`src/rtl/ex_muldiv.sv`:
```
// ex_muldiv -- iterative RV32M multiply/divide unit for the EX stage.
//
// Radix-2, one bit per cycle: a shift-add multiplier and a restoring divider.
// The operands are converted to magnitudes when the op starts, and the sign
// is put back in the FIN cycle. ctrl is asked to stall the pipeline until
// the one-cycle done pulse.
//
// Ports:
//   clk        system clock, rising edge
//   rst        asynchronous active-low reset
//   start      EX holds a valid M op (sampled only in IDLE)
//   funct3     0 MUL, 1 MULH, 2 MULHSU, 3 MULHU, 4 DIV, 5 DIVU, 6 REM, 7 REMU
//   reg1/reg2  rs1 / rs2 operands
//   wd_i       destination register address
//   wreg_i     write enable from ID
//   kill       synchronous abort of the op in flight
//   stall_req  stall request to ctrl (combinational)
//   busy       FSM is not idle
//   done       one-cycle pulse, result valid
//   result     final value (held until the next completion)
//   wd_o       latched destination address
//   wreg_o     latched write enable (qualify with done)
//
// Optional build macro MULDIV_FASTPATH_EN: divide-by-zero, signed-overflow
// and zero-operand multiplies skip CALC and go straight to FIN.
module ex_muldiv #(
  parameter int unsigned XLEN  = 32,
  parameter int unsigned CNT_W = 6
) (
  input  logic            clk,
  input  logic            rst,
  input  logic            start,
  input  logic [2:0]      funct3,
  input  logic [XLEN-1:0] reg1,
  input  logic [XLEN-1:0] reg2,
  input  logic [4:0]      wd_i,
  input  logic            wreg_i,
  input  logic            kill,
  output logic            stall_req,
  output logic            busy,
  output logic            done,
  output logic [XLEN-1:0] result,
  output logic [4:0]      wd_o,
  output logic            wreg_o
);

  typedef enum logic [1:0] {
    S_IDLE,
    S_CALC,
    S_FIN
  } state_t;

  localparam logic [CNT_W-1:0] LAST_CNT = CNT_W'(XLEN - 1);

  state_t r_state;
  state_t w_state_nxt;
  logic   w_accept;

  logic [CNT_W-1:0]  r_cnt;
  logic [2:0]        r_funct3;
  logic [4:0]        r_wd;
  logic              r_wreg;
  logic              r_neg;      // sign of product / quotient
  logic              r_neg_rem;  // sign of remainder
  logic              r_div0;
  logic              r_ovf;
  logic [XLEN-1:0]   r_rs1;      // raw rs1, returned by REM on divide-by-zero

  logic [2*XLEN-1:0] r_acc;
  logic [2*XLEN-1:0] r_mcand;
  logic [XLEN-1:0]   r_mpl;
  logic [XLEN-1:0]   r_quo;
  logic [XLEN-1:0]   r_rem;
  logic [XLEN-1:0]   r_dvsr;

  logic              r_done;
  logic [XLEN-1:0]   r_result;
  logic [4:0]        r_wd_o;
  logic              r_wreg_o;

  // Operand decode at start
  logic            w_sgn1;
  logic            w_sgn2;
  logic            w_neg1;
  logic            w_neg2;
  logic [XLEN-1:0] w_mag1;
  logic [XLEN-1:0] w_mag2;
  logic            w_div0;
  logic            w_ovf;
  logic            w_fast;

  always_comb begin
    w_sgn1 = (funct3 == 3'd1) || (funct3 == 3'd2) || (funct3 == 3'd4) || (funct3 == 3'd6);
    w_sgn2 = (funct3 == 3'd1) || (funct3 == 3'd4) || (funct3 == 3'd6);
    w_neg1 = w_sgn1 && reg1[XLEN-1];
    w_neg2 = w_sgn2 && reg2[XLEN-1];
    w_mag1 = w_neg1 ? (~reg1 + 1'b1) : reg1;
    w_mag2 = w_neg2 ? (~reg2 + 1'b1) : reg2;
    w_div0 = funct3[2] && (reg2 == '0);
    w_ovf  = ((funct3 == 3'd4) || (funct3 == 3'd6)) &&
             (reg1 == {1'b1, {(XLEN-1){1'b0}}}) && (reg2 == '1);
  end

`ifdef MULDIV_FASTPATH_EN
  logic w_mzero;
  logic r_mzero;
  assign w_mzero = !funct3[2] && ((reg1 == '0) || (reg2 == '0));
  assign w_fast  = w_div0 || w_ovf || w_mzero;
`else
  assign w_fast  = 1'b0;
`endif

  // FSM: state register
  always_ff @(posedge clk or negedge rst) begin
    if (!rst) begin
      r_state <= S_IDLE;
    end else begin
      r_state <= w_state_nxt;
    end
  end

  // FSM: next state; kill overrides everything, including start in IDLE
  always_comb begin
    w_state_nxt = r_state;
    w_accept    = 1'b0;
    unique case (r_state)
      S_IDLE: begin
        if (start && !kill) begin
          w_accept    = 1'b1;
          w_state_nxt = w_fast ? S_FIN : S_CALC;
        end
      end
      S_CALC: begin
        if (r_cnt == LAST_CNT) begin
          w_state_nxt = S_FIN;
        end
      end
      S_FIN: begin
        w_state_nxt = S_IDLE;
      end
      default: begin
        w_state_nxt = S_IDLE;
      end
    endcase
    if (kill) begin
      w_state_nxt = S_IDLE;
    end
  end

  // Restoring divide step: shift in the next dividend bit, subtract if it fits
  logic [XLEN:0]   w_shift;
  logic            w_ge;
  logic [XLEN-1:0] w_sub;

  always_comb begin
    w_shift = {r_rem, r_quo[XLEN-1]};
    w_ge    = (w_shift >= {1'b0, r_dvsr});
    w_sub   = w_shift[XLEN-1:0] - r_dvsr;
  end

  // Sign correction and output select for FIN
  logic [2*XLEN-1:0] w_prod;
  logic [XLEN-1:0]   w_quo_s;
  logic [XLEN-1:0]   w_rem_s;
  logic [XLEN-1:0]   w_final;

  always_comb begin
    w_prod  = r_neg ? (~r_acc + 1'b1) : r_acc;
    w_quo_s = r_neg ? (~r_quo + 1'b1) : r_quo;
    w_rem_s = r_neg_rem ? (~r_rem + 1'b1) : r_rem;
    unique case (r_funct3)
      3'd0:                w_final = w_prod[XLEN-1:0];
      3'd1, 3'd2, 3'd3:    w_final = w_prod[2*XLEN-1:XLEN];
      3'd4, 3'd5:          w_final = w_quo_s;
      default:             w_final = w_rem_s;
    endcase
    if (r_div0) begin
      w_final = r_funct3[1] ? r_rs1 : '1;
    end else if (r_ovf) begin
      w_final = r_funct3[1] ? '0 : {1'b1, {(XLEN-1){1'b0}}};
    end
`ifdef MULDIV_FASTPATH_EN
    if (r_mzero) begin
      w_final = '0;
    end
`endif
  end

  // Datapath
  always_ff @(posedge clk or negedge rst) begin
    if (!rst) begin
      r_cnt     <= '0;
      r_funct3  <= '0;
      r_wd      <= '0;
      r_wreg    <= 1'b0;
      r_neg     <= 1'b0;
      r_neg_rem <= 1'b0;
      r_div0    <= 1'b0;
      r_ovf     <= 1'b0;
      r_rs1     <= '0;
      r_acc     <= '0;
      r_mcand   <= '0;
      r_mpl     <= '0;
      r_quo     <= '0;
      r_rem     <= '0;
      r_dvsr    <= '0;
      r_done    <= 1'b0;
      r_result  <= '0;
      r_wd_o    <= '0;
      r_wreg_o  <= 1'b0;
`ifdef MULDIV_FASTPATH_EN
      r_mzero   <= 1'b0;
`endif
    end else begin
      if (w_accept) begin
        r_cnt     <= '0;
        r_funct3  <= funct3;
        r_wd      <= wd_i;
        r_wreg    <= wreg_i;
        r_neg     <= w_neg1 ^ w_neg2;
        r_neg_rem <= w_neg1;
        r_div0    <= w_div0;
        r_ovf     <= w_ovf;
        r_rs1     <= reg1;
        r_acc     <= '0;
        r_mcand   <= {{XLEN{1'b0}}, w_mag1};
        r_mpl     <= w_mag2;
        r_quo     <= w_mag1;
        r_rem     <= '0;
        r_dvsr    <= w_mag2;
`ifdef MULDIV_FASTPATH_EN
        r_mzero   <= w_mzero;
`endif
      end else if ((r_state == S_CALC) && !kill) begin
        r_cnt <= r_cnt + CNT_W'(1);
        if (r_funct3[2]) begin
          r_rem <= w_ge ? w_sub : w_shift[XLEN-1:0];
          r_quo <= {r_quo[XLEN-2:0], w_ge};
        end else begin
          if (r_mpl[0]) begin
            r_acc <= r_acc + r_mcand;
          end
          r_mcand <= r_mcand << 1;
          r_mpl   <= r_mpl >> 1;
        end
      end

      r_done <= (r_state == S_FIN) && !kill;
      if ((r_state == S_FIN) && !kill) begin
        r_result <= w_final;
        r_wd_o   <= r_wd;
        r_wreg_o <= r_wreg;
      end
    end
  end

  assign busy      = (r_state != S_IDLE);
  // The done cycle is always spent in IDLE, so busy already excludes it.
  assign stall_req = start || busy;
  assign done      = r_done && !kill;
  assign wreg_o    = r_wreg_o && !kill;
  assign wd_o      = r_wd_o;
  assign result    = r_result;

endmodule

```
`config.mk`:
```
export PLATFORM = sky130hd
export DESIGN_NAME = ex_muldiv
export DESIGN_NICKNAME = d
export VERILOG_FILES = /design/src/rtl/ex_muldiv.sv
export SDC_FILE = /design/constraint.sdc
export NUM_CORES = 1
export LEC_CHECK = 0
export CORE_ASPECT_RATIO = 0.75
export CORE_UTILIZATION = 39
export DETAILED_ROUTE_END_ITERATION = 6
export SLEW_MARGIN = 20
export SYNTH_ARGS = -nofsm -noshare
export SYNTH_HDL_FRONTEND = slang
export SYNTH_SLANG_ARGS = --single-unit
export TNS_END_PERCENT = 1
```
`constraint.sdc`:
```
create_clock -name clk -period 9 [get_ports clk]
set_clock_uncertainty 0.2 [all_clocks]
set_input_delay 2.7 -clock clk [delete_from_list [all_inputs] [get_ports clk]]
set_output_delay 2.7 -clock clk [all_outputs]
set_load 0.005 [all_outputs]
```
Word level (Yosys, flattened, before mapping)
Index checks and enable logic that the tools add are counted.
{"block": "totals", "regBits": 348, "in_bits": 77}
{"block": "classes", "add_sub_neg": 8, "n_lt_le_gt_ge": 1, "eq_ne": 17, "n_mux": 35, "bitwise_logic": 6, "n_reduce_logical": 31}
{"cell": "$mux W32", "count": 18}
{"cell": "$mux W64", "count": 8}
{"cell": "$add A32 B1 Y32 const B", "count": 4}
{"cell": "$not A32 Y32", "count": 4}
{"cell": "$pmux W32 S3", "count": 1}
{"cell": "$add A64 B1 Y64 const B", "count": 1}
{"cell": "$add A64 B64 Y64", "count": 1}
{"cell": "$eq A32 B32 Y1 const B", "count": 2}
{"cell": "$not A64 Y64", "count": 1}
{"cell": "$ge A33 B32 Y1", "count": 1}
{"cell": "$logic_not A32 Y1", "count": 1}
{"cell": "$sub A32 B32 Y32", "count": 1}
{"cell": "$eq A3 B3 Y1 const B", "count": 4}
{"cell": "$mux W6", "count": 2}
{"cell": "$logic_and A1 B1 Y1", "count": 10}
{"cell": "$eq A3 B2 Y1 const B", "count": 3}
{"cell": "$reduce_bool A2 Y1", "count": 4}
{"cell": "$logic_or A1 B1 Y1", "count": 7}
{"cell": "$add A6 B1 Y6 const B", "count": 1}
{"cell": "$eq A3 B1 Y1 const B", "count": 2}
{"cell": "$eq A6 B5 Y1 const B", "count": 1}
{"cell": "$mux W2", "count": 3}
{"cell": "$ne A3 B3 Y1 const B", "count": 2}
{"cell": "$reduce_and A2 Y1", "count": 3}
{"cell": "12 further kinds", "count": 13}

Depth between registers and ports, before layout
Gate-level depths: netlist of run 1.
{"block": "depth", "ltp_word": 7, "mapped_depth": 13}

Worst setup path after synthesis of run 1
OpenSTA, ideal clock, no wires.
{"block": "synth_timing", "path_kind": "input -> output", "startpoint": "input port start", "endpoint": "output port stall_req", "arrival_time_ns": 3.013, "setup_slack_ns": 3.087, "path_stages": 1, "n_path_buf": 0, "cell_sequence": "or3_1"}
{"block": "synth_between", "elab_chain_len": 1}
{"element": "from (decl)", "line": "32", "rtl": "input logic start,"}
{"element": "$logic_or A1 B1 Y1", "line": "259", "rtl": "assign stall_req = start || busy;"}
{"element": "to (decl)", "line": "39", "rtl": "output logic stall_req,"}
No other way between the ends.

Final worst setup path of run 1
{"block": "layout_timing", "startpoint": "input port kill", "endpoint": "output port wreg_o"}
{"block": "layout_between", "elab_chain_len": 2}
{"element": "from (decl)", "line": "38", "rtl": "input logic kill,"}
{"element": "$logic_not A1 Y1", "line": "261", "rtl": "assign wreg_o = r_wreg_o && !kill;"}
{"element": "$logic_and A1 B1 Y1", "line": "261"}
{"element": "to (decl)", "line": "44", "rtl": "output logic wreg_o"}
No other way between the ends.

==> impl_metrics.env, run 1 <==
export IMPL_run_status="complete, no violations"
export IMPL_drt_drc_violations_left=0
export IMPL_most_used_flip_flop_cell_after_synthesis="dfrtp_1"
export IMPL_layout_drive_gt1_share=0.0466
export IMPL_detail_route_iter0_violations=2609
export IMPL_worstSetupPathType="input port to output pin"
export IMPL_crit_path_end="wreg_o"
export IMPL_p_per_area_mw_per_mm2=237
export IMPL_synth_edff_count=0
export IMPL_cts_clk_slew_worst_paths_ns=0.06
export IMPL_rsz0062_at_grt="no"
export IMPL_yosysWarnings=0
export IMPL_num_nets_final=3217
export IMPL_relSlewSlack=0.284
export IMPL_power_leakage_nw=12.0
export IMPL_synth_sequential_area_ratio=0.355
export IMPL_clk_latency_ns=0.58
export IMPL_post_synth_num_cell_types=85
export IMPL_maxClockFrequency_ghz=0.147
export IMPL_initial_antenna_violation_count=7
export IMPL_port_buffers=117
export IMPL_detail_route_antenna_nets=0
export IMPL_timing_critical_path_fanout_max=7
export IMPL_critical_path_arrival_ns=3.90
export IMPL_critPathLaunchType="input port"
export IMPL_gpl_final_weighted_congestion=0.976
export IMPL_post_synthesis_net_count=3219
export IMPL_number_of_buffers_created_by_cts=41
export IMPL_synth_seq_cells=348
export IMPL_power_ir_vdd_worst_uv=157
export IMPL_crit_start="kill"
export IMPL_cts_hold_buffers=0
export IMPL_synth_most_common_cell="nand2_1"
export IMPL_mappedNetlistArea_sq_mm=0.0245
export IMPL_logic_depth_of_the_worst_register_to_register_path=11
export IMPL_post_synth_main_area_contributors="dfrtp_1, nand2_1, o21ai_0"
export IMPL_timing_final_crit_period_ns=6.80
export IMPL_slew_viol_final=0
export IMPL_synth_largest_type_area_fraction=0.355
export IMPL_grt_pass1_vias=21200
export IMPL_setup_reg_to_reg_worst_slack_ns=4.15
export IMPL_cts_max_level=2
export IMPL_finalHoldViolations=0
export IMPL_post_route_period_util=0.756
export IMPL_num_vias=23500
export IMPL_drt_first_pass_iters=6
export IMPL_post_route_cell_area_sq_mm=0.0277
export IMPL_die_h_microns=219
export IMPL_critical_path_reg2reg_endpoint="r_rem[20]"
export IMPL_required_ns=6.10
export IMPL_post_drt_wl_per_cell_microns=23.6
export IMPL_wire_length_of_the_first_global_routing_pass_microns=137000
export IMPL_most_numerous_cell_types_in_the_synthesized_netlist="nand2_1, dfrtp_1, o21ai_0, a21oi_1"
export IMPL_placed_cell_area_sq_mm=0.0263
export IMPL_cts_buffer_depth=3
export IMPL_post_cts_resize_count=0
export IMPL_detail_route_vias_per_cell=6.06
export IMPL_post_synth_cell_area_avg_sq_um=8.07
export IMPL_die_area_sq_mm=0.0639
export IMPL_grt_start_max_net_pins=195
export IMPL_hold_path_class="flip-flop to flip-flop"
export IMPL_worst_slew_pin_slew_ns=1.06
export IMPL_core_area_sq_mm=0.0621
export IMPL_ys_async_sr_fraction=1.00
export IMPL_post_cts_repair_setup_buffers=0
export IMPL_residual_overflow_from_global_routing=0
export IMPL_numClockSinks=348
export IMPL_root_buffer="clkbuf_16"
export IMPL_place_hpwl_microns=69800
export IMPL_floorplan_initialDensity=0.395
export IMPL_dieWidth_microns=291
export IMPL_area_growth_syn_to_layout_pct=13.0
export IMPL_io_pins=118
export IMPL_synth_largest_area_cell="dfrtp_1"
export IMPL_endpoint_kind="output pin"
export IMPL_cts_tree="yes"
export IMPL_fin_hold_ws_ns=0.267
export IMPL_timing_max_cap_violations=0
export IMPL_gr_usage_all_layers=0.282
export IMPL_postSynthCellCount=3038
export IMPL_setup_viol_count_final=0
export IMPL_r2r_start="r_rem[9]"
export IMPL_drt_total_wl_microns=91800
export IMPL_setup_tns_ns=0
export IMPL_floorplan_rows=79
==> state kept, by name, indices dropped and copies added, names as in the netlist <==
register / count
r_acc: 64
r_mcand: 64
r_dvsr: 32
r_mpl: 32
r_quo: 32
r_rem: 32
r_rs1: 32
result: 32
r_cnt: 6
r_wd: 5
wd_o: 5
r_funct3: 3
r_state: 2
r_div0: 1
r_done: 1
r_neg: 1
r_neg_rem: 1
r_ovf: 1
r_wreg: 1
r_wreg_o: 1
==> layout by cell type, fill, tap and decap left out, drive strengths merged, types with 28 or more instances in the layout <==
master / Yosys / routed
buf: 20 / 28
and2: 30 / 30
clkbuf: 169 / 57
nor3: 41 / 41
a21oi: 274 / 274
nand2: 484 / 484
and3: 43 / 43
nand4: 41 / 41
inv: 72 / 73
ha: 102 / 102
a211oi: 44 / 44
o211ai: 36 / 36
or3: 31 / 31
xor2: 126 / 126
clkdlybuf4s50: 0 / 116
o21ai: 312 / 312
o31ai: 53 / 53
mux2i: 31 / 31
nor2: 170 / 170
nand3: 119 / 119
dfrtp: 348 / 348
xnor2: 120 / 120
a22oi: 32 / 32
a21o: 43 / 43
==> worst min-delay path by stage <==
stage / end / depth (start not counted) / startpoint
2_1_floorplan: r_wreg_o / 2 / r_wreg_o
3_3_place_gp: r_wreg_o / 2 / r_wreg
3_5_place_dp: wd_o[3] / 2 / r_wd[3]
4_1_cts: wd_o[3] / 2 / r_wd[3]
5_1_grt: r_rs1[28] / 2 / r_rs1[28]
6_report: wd_o[3] / 2 / r_wd[3]
==> final cells by class <==
cell class              instances  area, sq um
diodes                          4         10.0
repair buffers                144         1420
flip-flops and latches        348         8710
well taps                     810         1010
inverters                      72          270
clock inverters                19          240
clock buffers                  57         1190
fillers                      6126        34400
multi-input cells            2429        14900
==> metrics by stage <==
step,setup WS (ns),total power [mW],util,std cells
4_1_cts,2.19,6.51,0.446,3879
3_5_place_dp,2.20,4.71,0.423,3803
5_1_grt,2.16,6.92,0.446,3882
2_1_floorplan,3.09,3.82,-,3038
6_report,2.20,6.57,0.446,3883
3_3_place_gp,2.19,4.68,0.423,3803
==> worst max-delay path: stages <==
cell	delay (ns)
clkdlybuf4s50_1	0.52
nor2b_1	0.16
clkdlybuf4s50_1	0.51
==> report_power, final <==
part	switching, mW	internal, mW	total [mW]
clock network	0.735	1.04	1.78
logic	1.68	0.907	2.58
registers	0.391	1.82	2.21
total	2.80	3.77	6.57
==> cell families (layout without fill, tap and decap cells) <==
family                   count (synthesis)  count (layout)  synth area share
other                                    0               4                 0
multiplexers                            33              33            0.0140
buffers and inverters                  261             292            0.0407
XOR/XNOR                               246             246            0.0879
flip-flops                             348             348             0.355
adder cells (fa/ha/maj)                104             104            0.0537
AND/OR/NAND/NOR                       1082            1082             0.207
AO/OA/AOI/OAI                          964             964             0.241
==> per-layer routing <==
layer | vias up | wire length, microns | track usage
met5 | - | 0 | 0
met4 | 0 | 1580 | 0.0582
met3 | 89 | 11100 | 0.104
met2 | 973 | 33600 | 0.347
met1 | 11500 | 45500 | 0.446
li1 | 11000 | - | -
Note: power is estimated with default switching activity, not from simulation.
==> inputs of run 2 (changes only) <==
- clock period: 9 -> 5.8 ns (I/O delays scaled with it)
==> impl_metrics.env, run 2 (same netlist as run 1, synthesis figures left out) <==
export IMPL_run_status="complete, no violations"
export IMPL_placed_cell_area_sq_mm=0.0264
export IMPL_post_cts_repair_setup_buffers=0
export IMPL_die_h_microns=219
export IMPL_hold_path_class="flip-flop to flip-flop"
export IMPL_critical_path_arrival_ns=2.95
export IMPL_worstSetupPathType="input port to output pin"
export IMPL_required_ns=3.86
export IMPL_port_buffers=117
export IMPL_floorplan_initialDensity=0.395
export IMPL_layout_commonest_cell="nand2_1"
export IMPL_critPathLaunchType="input port"
export IMPL_cts_clk_slew_worst_paths_ns=0.06
export IMPL_drt_total_wl_microns=93000
export IMPL_post_route_period_util=0.844
export IMPL_core_area_sq_mm=0.0621
export IMPL_die_area_sq_mm=0.0639
export IMPL_cts_tree="yes"
export IMPL_setup_viol_count_final=0
export IMPL_largest_registers="r_acc: 64 flops, r_mcand: 64 flops"
export IMPL_power_ir_vdd_worst_uv=299
export IMPL_gr_usage_all_layers=0.286
export IMPL_post_cts_resize_count=0
export IMPL_cts_max_level=2
export IMPL_grt_pass1_vias=21600
export IMPL_endpoint_kind="output pin"
export IMPL_cts_buffer_depth=3
export IMPL_post_route_cell_area_sq_mm=0.0277
export IMPL_setup_tns_ns=0
export IMPL_drt_first_pass_iters=6
export IMPL_rsz0062_at_grt="no"
export IMPL_cts_hold_buffers=0
export IMPL_p_per_area_mw_per_mm2=363
export IMPL_fin_cells=3886
export IMPL_nFillCells=6181
export IMPL_number_of_buffers_created_by_cts=40
export IMPL_layout_drive_gt1_share=0.0472
export IMPL_post_layout_total_power_mw=10.0
export IMPL_area_growth_syn_to_layout_pct=13.0
export IMPL_num_vias=23800
export IMPL_numClockSinks=348
export IMPL_floorplan_rows=79
export IMPL_timing_final_crit_period_ns=4.89
export IMPL_grt_start_max_net_pins=107
export IMPL_dieWidth_microns=291
export IMPL_initial_antenna_violation_count=1
export IMPL_wire_length_of_the_first_global_routing_pass_microns=139000
export IMPL_clk_latency_ns=0.59
export IMPL_maxClockFrequency_ghz=0.204
export IMPL_relSlewSlack=0.335
export IMPL_io_pins=118
export IMPL_finalHoldViolations=0
export IMPL_mostFrequentLayoutCells="nand2_1, dfrtp_1, o21ai_0"
export IMPL_drt_drc_violations_left=0
export IMPL_detail_route_antenna_nets=0
export IMPL_num_nets_final=3227
export IMPL_gpl_final_weighted_congestion=0.975
export IMPL_worst_slew_pin_slew_ns=0.985
export IMPL_root_buffer="clkbuf_16"
export IMPL_power_leakage_nw=12.0
export IMPL_detail_route_vias_per_cell=6.12
export IMPL_post_drt_wl_per_cell_microns=23.9
export IMPL_residual_overflow_from_global_routing=0
export IMPL_timing_max_cap_violations=0
export IMPL_timing_critical_path_fanout_max=7
export IMPL_detail_route_iter0_violations=3070
export IMPL_placed_cells_incl_taps=3814
export IMPL_place_hpwl_microns=71500
export IMPL_slew_viol_final=0
==> run 2: area by class of cell <==
cell class,instances,area (sq um),share of cell area
Tap cell,810,1010,0.0366
Clock inverter,9,85.1,0.00307
Inverter,72,270,0.00976
Timing Repair Buffer,155,1540,0.0555
Antenna cell,1,2.50,0.0000904
Clock buffer,62,1210,0.0438
Multi-Input combinational cell,2429,14900,0.537
Sequential cell,348,8710,0.315
==> run 2: metrics by stage <==
stage | hold WS (ns) | util | setup WS, ns
2_1_floorplan | 0.238 | - | 1.51
3_3_place_gp | 0.252 | 0.425 | 0.624
3_5_place_dp | 0.261 | 0.425 | 0.611
4_1_cts | 0.276 | 0.446 | 0.898
5_1_grt | 0.298 | 0.446 | 0.813
6_report | 0.275 | 0.446 | 0.908
==> run 2: worst paths after layout <==
path                          start         to  slack, ns  depth (start not counted)
setup reg to reg           r_rem[9]  r_rem[31]       1.06                         11
hold / removal              r_wd[0]    wd_o[0]       0.28                          2
min in group asynchronous       rst  r_dvsr[9]       0.89                          1
setup / recovery               kill     wreg_o       0.91                          3
hold reg to reg             r_wd[0]    wd_o[0]       0.28                          2
max in group asynchronous       rst      r_neg       3.48                          2
==> run 2: routing by layer <==
layer | vias up | wire length (microns) | track usage | part of all wire
met2 | 1049 | 34400 | 0.360 | 0.37
met5 | - | 0 | 0 | 0
li1 | 10900 | - | - | -
met3 | 91 | 10500 | 0.0835 | 0.11
met4 | 0 | 1470 | 0.0535 | 0.016
met1 | 11700 | 46700 | 0.463 | 0.50
==> run 2: report_power, final <==
group	total [mW]	switching (mW)	internal [mW]	leakage [nW]
registers	3.50	0.673	2.82	4.48
clock network	2.59	1.11	1.48	0.646
logic	3.95	2.53	1.41	6.92
==> run 2: critical path, stage by stage <==
cell and delay [ns]:
clkdlybuf4s50_1 0.52, nor2b_1 0.17, clkdlybuf4s50_1 0.52
